### src/rtl/prf_commit_sched.sv
// ---------------------------------------------------------------------------
// uarch_pkg: shared micro-architecture sizes and the PRF commit write-port
// record used between ROB retirement and the physical register file.
// ---------------------------------------------------------------------------
package uarch_pkg;
    localparam int ARCH_REGS     = 32;
    localparam int TAG_WIDTH     = 6;
    localparam int CPU_DATA_BITS = 32;
    localparam int ADDR_W        = $clog2(ARCH_REGS);

    typedef struct packed {
        logic                     we;
        logic [ADDR_W-1:0]        addr;
        logic [TAG_WIDTH-1:0]     tag;
        logic [CPU_DATA_BITS-1:0] data;
    } prf_commit_write_port_t;
endpackage

// ---------------------------------------------------------------------------
// prf_commit_sched
//   Small circular FIFO between ROB retirement and the two PRF commit write
//   ports. Accepts up to two retiring entries per cycle and presents the two
//   oldest buffered entries on the commit ports, oldest on port 0. While
//   flush is high nothing drains (the PRF would drop the writes), so entries
//   are held and drain once flush drops.
//
// Ports
//   clk, rst_n             clock, asynchronous active-low reset
//   flush                  pipeline flush; blocks pops and write enables
//   in_valid_0/1, in_0/1   retiring entries from the ROB (0 is older);
//                          the incoming 'we' field is ignored
//   in_ready               both offered entries will be taken this cycle
//   commit_0/1_write_port  oldest / second-oldest buffered entry
//   count, empty           occupancy
// ---------------------------------------------------------------------------
module prf_commit_sched
    import uarch_pkg::*;
#(
    parameter int DEPTH = 4,
    parameter int CNT_W = $clog2(DEPTH + 1)
) (
    input  logic                   clk,
    input  logic                   rst_n,
    input  logic                   flush,
    input  logic                   in_valid_0,
    input  logic                   in_valid_1,
    input  prf_commit_write_port_t in_0,
    input  prf_commit_write_port_t in_1,
    output logic                   in_ready,
    output prf_commit_write_port_t commit_0_write_port,
    output prf_commit_write_port_t commit_1_write_port,
    output logic [CNT_W-1:0]       count,
    output logic                   empty
);

    localparam int PTR_W    = $clog2(DEPTH);
    localparam int NUM_PORT = 2;

    // Stored record: the write enable is recomputed on the way out.
    typedef struct packed {
        logic [ADDR_W-1:0]        addr;
        logic [TAG_WIDTH-1:0]     tag;
        logic [CPU_DATA_BITS-1:0] data;
    } entry_t;

    entry_t           mem [DEPTH];
    logic [PTR_W-1:0] head;
    logic [PTR_W-1:0] tail;
    logic [CNT_W-1:0] cnt_q;

    logic [1:0]       n_push;
    logic [1:0]       n_pop;
    logic             wr_0;
    logic             wr_1;
    entry_t           wr_data_0;
    entry_t           wr_data_1;
    logic [PTR_W-1:0] tail_p1;

    // Room for a full pair is required before anything is taken, so the
    // ROB handshake never depends on same-cycle pops or on the valids.
    assign in_ready = ({1'b0, cnt_q} + (CNT_W + 1)'(2)) <= (CNT_W + 1)'(DEPTH);

    assign tail_p1  = tail + PTR_W'(1);

    // ------------------------------------------------------------------
    // Push/pop decode
    // ------------------------------------------------------------------
    always_comb begin
        n_push    = 2'd0;
        wr_0      = 1'b0;
        wr_1      = 1'b0;
        // A lone in_valid_1 lands in the tail slot, same as a lone entry 0.
        wr_data_0 = in_valid_0 ? entry_t'{addr: in_0.addr, tag: in_0.tag, data: in_0.data}
                               : entry_t'{addr: in_1.addr, tag: in_1.tag, data: in_1.data};
        wr_data_1 = entry_t'{addr: in_1.addr, tag: in_1.tag, data: in_1.data};
        if (in_ready) begin
            wr_0   = in_valid_0 | in_valid_1;
            wr_1   = in_valid_0 & in_valid_1;
            n_push = {1'b0, in_valid_0} + {1'b0, in_valid_1};
        end
    end

    always_comb begin
        n_pop = 2'd0;
        if (!flush) begin
            if (cnt_q >= CNT_W'(2)) n_pop = 2'd2;
            else                    n_pop = cnt_q[1:0];
        end
    end

    // ------------------------------------------------------------------
    // Pointers and occupancy
    // ------------------------------------------------------------------
    always_ff @(posedge clk or negedge rst_n) begin
        if (!rst_n) begin
            head  <= '0;
            tail  <= '0;
            cnt_q <= '0;
        end else begin
            head  <= head + PTR_W'(n_pop);
            tail  <= tail + PTR_W'(n_push);
            cnt_q <= cnt_q + CNT_W'(n_push) - CNT_W'(n_pop);
        end
    end

    // Storage needs no reset: nothing is visible with we=1 until written.
    always_ff @(posedge clk) begin
        if (wr_0) mem[tail]    <= wr_data_0;
        if (wr_1) mem[tail_p1] <= wr_data_1;
    end

    // ------------------------------------------------------------------
    // Commit ports: slot i reads head+i. Data is always driven from
    // storage; only the enable is qualified. Writes to x0 still pop.
    // ------------------------------------------------------------------
    prf_commit_write_port_t port [NUM_PORT];

    for (genvar i = 0; i < NUM_PORT; i++) begin : g_port
        logic [PTR_W-1:0] rd_ptr;
        entry_t           rd;

        assign rd_ptr = head + PTR_W'(i);
        assign rd     = mem[rd_ptr];

        always_comb begin
            port[i].addr = rd.addr;
            port[i].tag  = rd.tag;
            port[i].data = rd.data;
            port[i].we   = (cnt_q > CNT_W'(i)) && !flush && (rd.addr != '0);
        end
    end

    assign commit_0_write_port = port[0];
    assign commit_1_write_port = port[1];
    assign count               = cnt_q;
    assign empty               = (cnt_q == '0);

endmodule

### config.mk
export PLATFORM = sky130hd
export DESIGN_NAME = prf_commit_sched
export DESIGN_NICKNAME = d
export VERILOG_FILES = /design/src/rtl/prf_commit_sched.sv
export SDC_FILE = /design/constraint.sdc
export NUM_CORES = 1
export LEC_CHECK = 0
export CAP_MARGIN = 20
export CORE_AREA = 5 5 132 159
export DETAILED_ROUTE_END_ITERATION = 16
export DIE_AREA = 0 0 137 164
export PLACE_DENSITY = 0.8
export SLEW_MARGIN = 30
export SYNTH_ARGS = -nofsm -noshare
export SYNTH_HDL_FRONTEND = slang
export SYNTH_SLANG_ARGS = --single-unit
export TNS_END_PERCENT = 5
### constraint.sdc
create_clock -name clk -period 11.4 [get_ports clk]
set_input_delay 2.28 -clock clk [delete_from_list [all_inputs] [get_ports clk]]
set_output_delay 2.28 -clock clk [all_outputs]
set_load 0.02 [all_outputs]
==> run summary <==
Initial antenna violation count: 2
Share of cells above drive strength 1: 41.9%
Pin count of the biggest net entering global routing: 53
MaxCap Viol Count: 0
Routed len/inst: 24.0 microns
Vias: 5958
Synthesized area: 10000 sq um
Final Cycle Share: 53.3%
Post-CTS setup buffer count: 0
Post-Route WL: 23800 microns
Setup TNS Final: 0 ns
CTS tree: built
Crit-path cells: clkdlybuf4s50_1 > a2111oi_0 > clkdlybuf4s50_1
Crit. End Element: output pin
Most common cell on crit path: clkdlybuf4s50_1
Post-synth EDFFs: 172
Clk sinks: 179
CTS Root Cell: clkbuf_16
Slew HR: 42.7%
Slowest-stage cell, CP: clkdlybuf4s50_1
Final min period: 6.08 ns
Top FF cell, synth: edfxtp_1
Worst setup path category: input port to output pin
Htree depth: 4
Post-CTS resize count: 0
Yosys cell types: 31
Worst-Margin Slew: 0.860 ns
CTS Buffer Depth: 2
Grt total ovfl: 0
Syn Area/Cell: 18.6 sq um
Seq/Total Area, Yosys: 53.3%
Pleak: 4.17 nW
Port Buf Inserts: 183
Clock Pin Slew Worst Setup and Hold Paths: 0.07 ns
Core Util, Final: 65.5%
Flops & latches, synth: 179
Critical path origin: flush
Initial DRT Pass Iterations: 4
Hold Vio Cnt, Final: 0
Die height: 164 microns
Area of the die: 22500 sq um
Vias in the first global route: 6573
DR iter-0 viols: 391
Rows: 56
Area delta synth->final: 25.9%
Core Footprint: 19300 sq um
CP max FO: 7
Post-synth net total: 641
Antenna Nets Post-Route: 0
CP peak stage delay: 0.68 ns
Register-to-Register Path Depth: 11
Reg2Reg Setup Slack: 8.45 ns
Fill count: 1305
Total GRT Usage: 22.0%
Status: finished, final reports clean
Cells on Worst Hold Path: 1
VDD IR-drop max: 0.230 mV
DRC errors left: 0
Synth warn: 0
Fin Clk Skew: 0.00931 ns
Num ports: 186
Synth async-reset ratio: 3.91%
Initial Util: 52.0%
Final setup violating endpoints: 0
Reg2reg end: count[2]$_DFF_PN0_
PwrDens: 291 nW/um^2
Die X: 137 microns
Vias/cell: 6.01
FF-to-FF Start: count[1]$_DFF_PN0_
Slew Limit Fails: 0
Final #Nets: 819
RSZ-0062 raised after global routing: no
Detailed Place HPWL: 15600 microns
Worst Setup Start Kind: input port
CTS buffer count: 17
Worst path arrival time: 3.80 ns
First-pass GRT wire length: 37000 microns
Synthesized instance count: 539
Crit path to: commit_1_write_port[43]
Hold_buf cts: 0
GPL Wtd Cong: 0.768
CP required: 9.12 ns
Hold Crit Class: register to register
Max Freq: 165 MHz
Clk_lat worst skew: 0.43 ns
[worst max-delay path: cells and delay by family]
kind,cells,cell delay [ns]
buffers and inverters,2,1.20
AO/OA/AOI/OAI,1,0.31
[power breakdown]
| group | leakage (nW) | internal, W | switching [W] |
|---|---|---|---|
| clock | 0.285 | 0.000326 | 0.000254 |
| combinational | 2.23 | 0.000961 | 0.000939 |
| sequential | 1.66 | 0.00102 | 0.000180 |
| total | 4.17 | 0.00230 | 0.00137 |
[final cells by class]
class | count | area [sq um] | area share (%)
diodes | 1 | 2.50 | 0.0198
clock buffers | 18 | 429 | 3.40
clock inverters | 14 | 154 | 1.22
inverters | 8 | 30.0 | 0.238
multi-input cells | 312 | 4380 | 34.7
flip-flops and latches | 179 | 5350 | 42.4
well taps | 261 | 327 | 2.59
repair buffers | 199 | 1950 | 15.5
[kinds of logic (layout without fill, tap and decap cells)]
| group | count (synthesis) | after routing | synth area share, % |
|---|---|---|---|
| multiplexers | 259 | 259 | 38.8 |
| flip-flops | 179 | 179 | 53.3 |
| buffers and inverters | 48 | 239 | 3.30 |
| AND/OR/NAND/NOR | 21 | 21 | 1.10 |
| AO/OA/AOI/OAI | 16 | 16 | 1.72 |
| adder cells (fa/ha/maj) | 9 | 9 | 1.20 |
| XOR/XNOR | 7 | 7 | 0.612 |
| other | 0 | 1 | 0 |
[how the worst min path moves through the flow]
stage                                   from            endpoint  slack (ns)
final                     count[0]$_DFF_PN0_  count[0]$_DFF_PN0_        0.70
after global routing      count[0]$_DFF_PN0_  count[0]$_DFF_PN0_        0.72
after CTS                 count[0]$_DFF_PN0_  count[0]$_DFF_PN0_        0.69
after detailed placement  count[0]$_DFF_PN0_  count[0]$_DFF_PN0_        0.67
after global placement    count[0]$_DFF_PN0_  count[0]$_DFF_PN0_        0.65
after floorplan            tail[0]$_DFF_PN0_   tail[0]$_DFF_PN0_        0.47
[placed cells by master, fill, tap and decap left out, types with 2 or more instances in the layout]
cell type / n
mux4_2: 86
nor2_1: 7
bufinv_16: 2
dfrtp_1: 5
xor2_1: 2
dfrtp_4: 2
clkinv_4: 4
clkdlybuf4s50_1: 183
nor2_4: 3
ha_1: 8
inv_6: 3
o31ai_4: 4
clkbuf_16: 17
nand2_1: 2
xnor2_1: 5
a2111oi_2: 2
a21oi_1: 5
nor3_1: 3
edfxtp_1: 172
inv_1: 8
clkinv_2: 2
mux2_2: 160
mux2_1: 13
buf_4: 16
a211oi_1: 2
[synth_stat cells (all sizes together) (3+ instances only)]
cell type | n | area (sq um)
edfxtp | 172 | 5160
ha | 8 | 100
buf | 38 | 293
xnor2 | 5 | 43.8
mux2 | 173 | 1950
a2111oi | 3 | 26.3
nor2 | 10 | 45.0
inv | 8 | 30.0
a21oi | 5 | 25.0
nor3 | 3 | 15.0
mux4 | 86 | 1940
dfrtp | 7 | 175
o31ai | 4 | 85.1
[state kept, by name, summed over array words and instances (netlist names)]
name,flops
mem,172
tail,2
count,3
head,2
[per-stage QoR]
step / cells / hold slack, ns / total power, W / setup slack, ns / area [sq um]
global route: 992 / 0.719 / 0.00385 / 5.19 / 12600
finish: 992 / 0.697 / 0.00368 / 5.32 / 12600
floorplan: 539 / 0.473 / 0.00238 / 0.985 / 10000
CTS: 991 / 0.685 / 0.00372 / 5.31 / 12600
global placement: 959 / 0.652 / 0.00308 / 5.31 / 12000
detailed placement: 959 / 0.672 / 0.00313 / 5.30 / 12000
[metal layers]
layer	vias to the layer above	wire length, microns	GRT usage, %
met5	-	11	0
met2	201	13000	38.9
li1	2615	-	-
met4	2	505	6.85
met3	25	1390	4.01
met1	3115	8930	27.4
(Power assumes the default switching activity.)
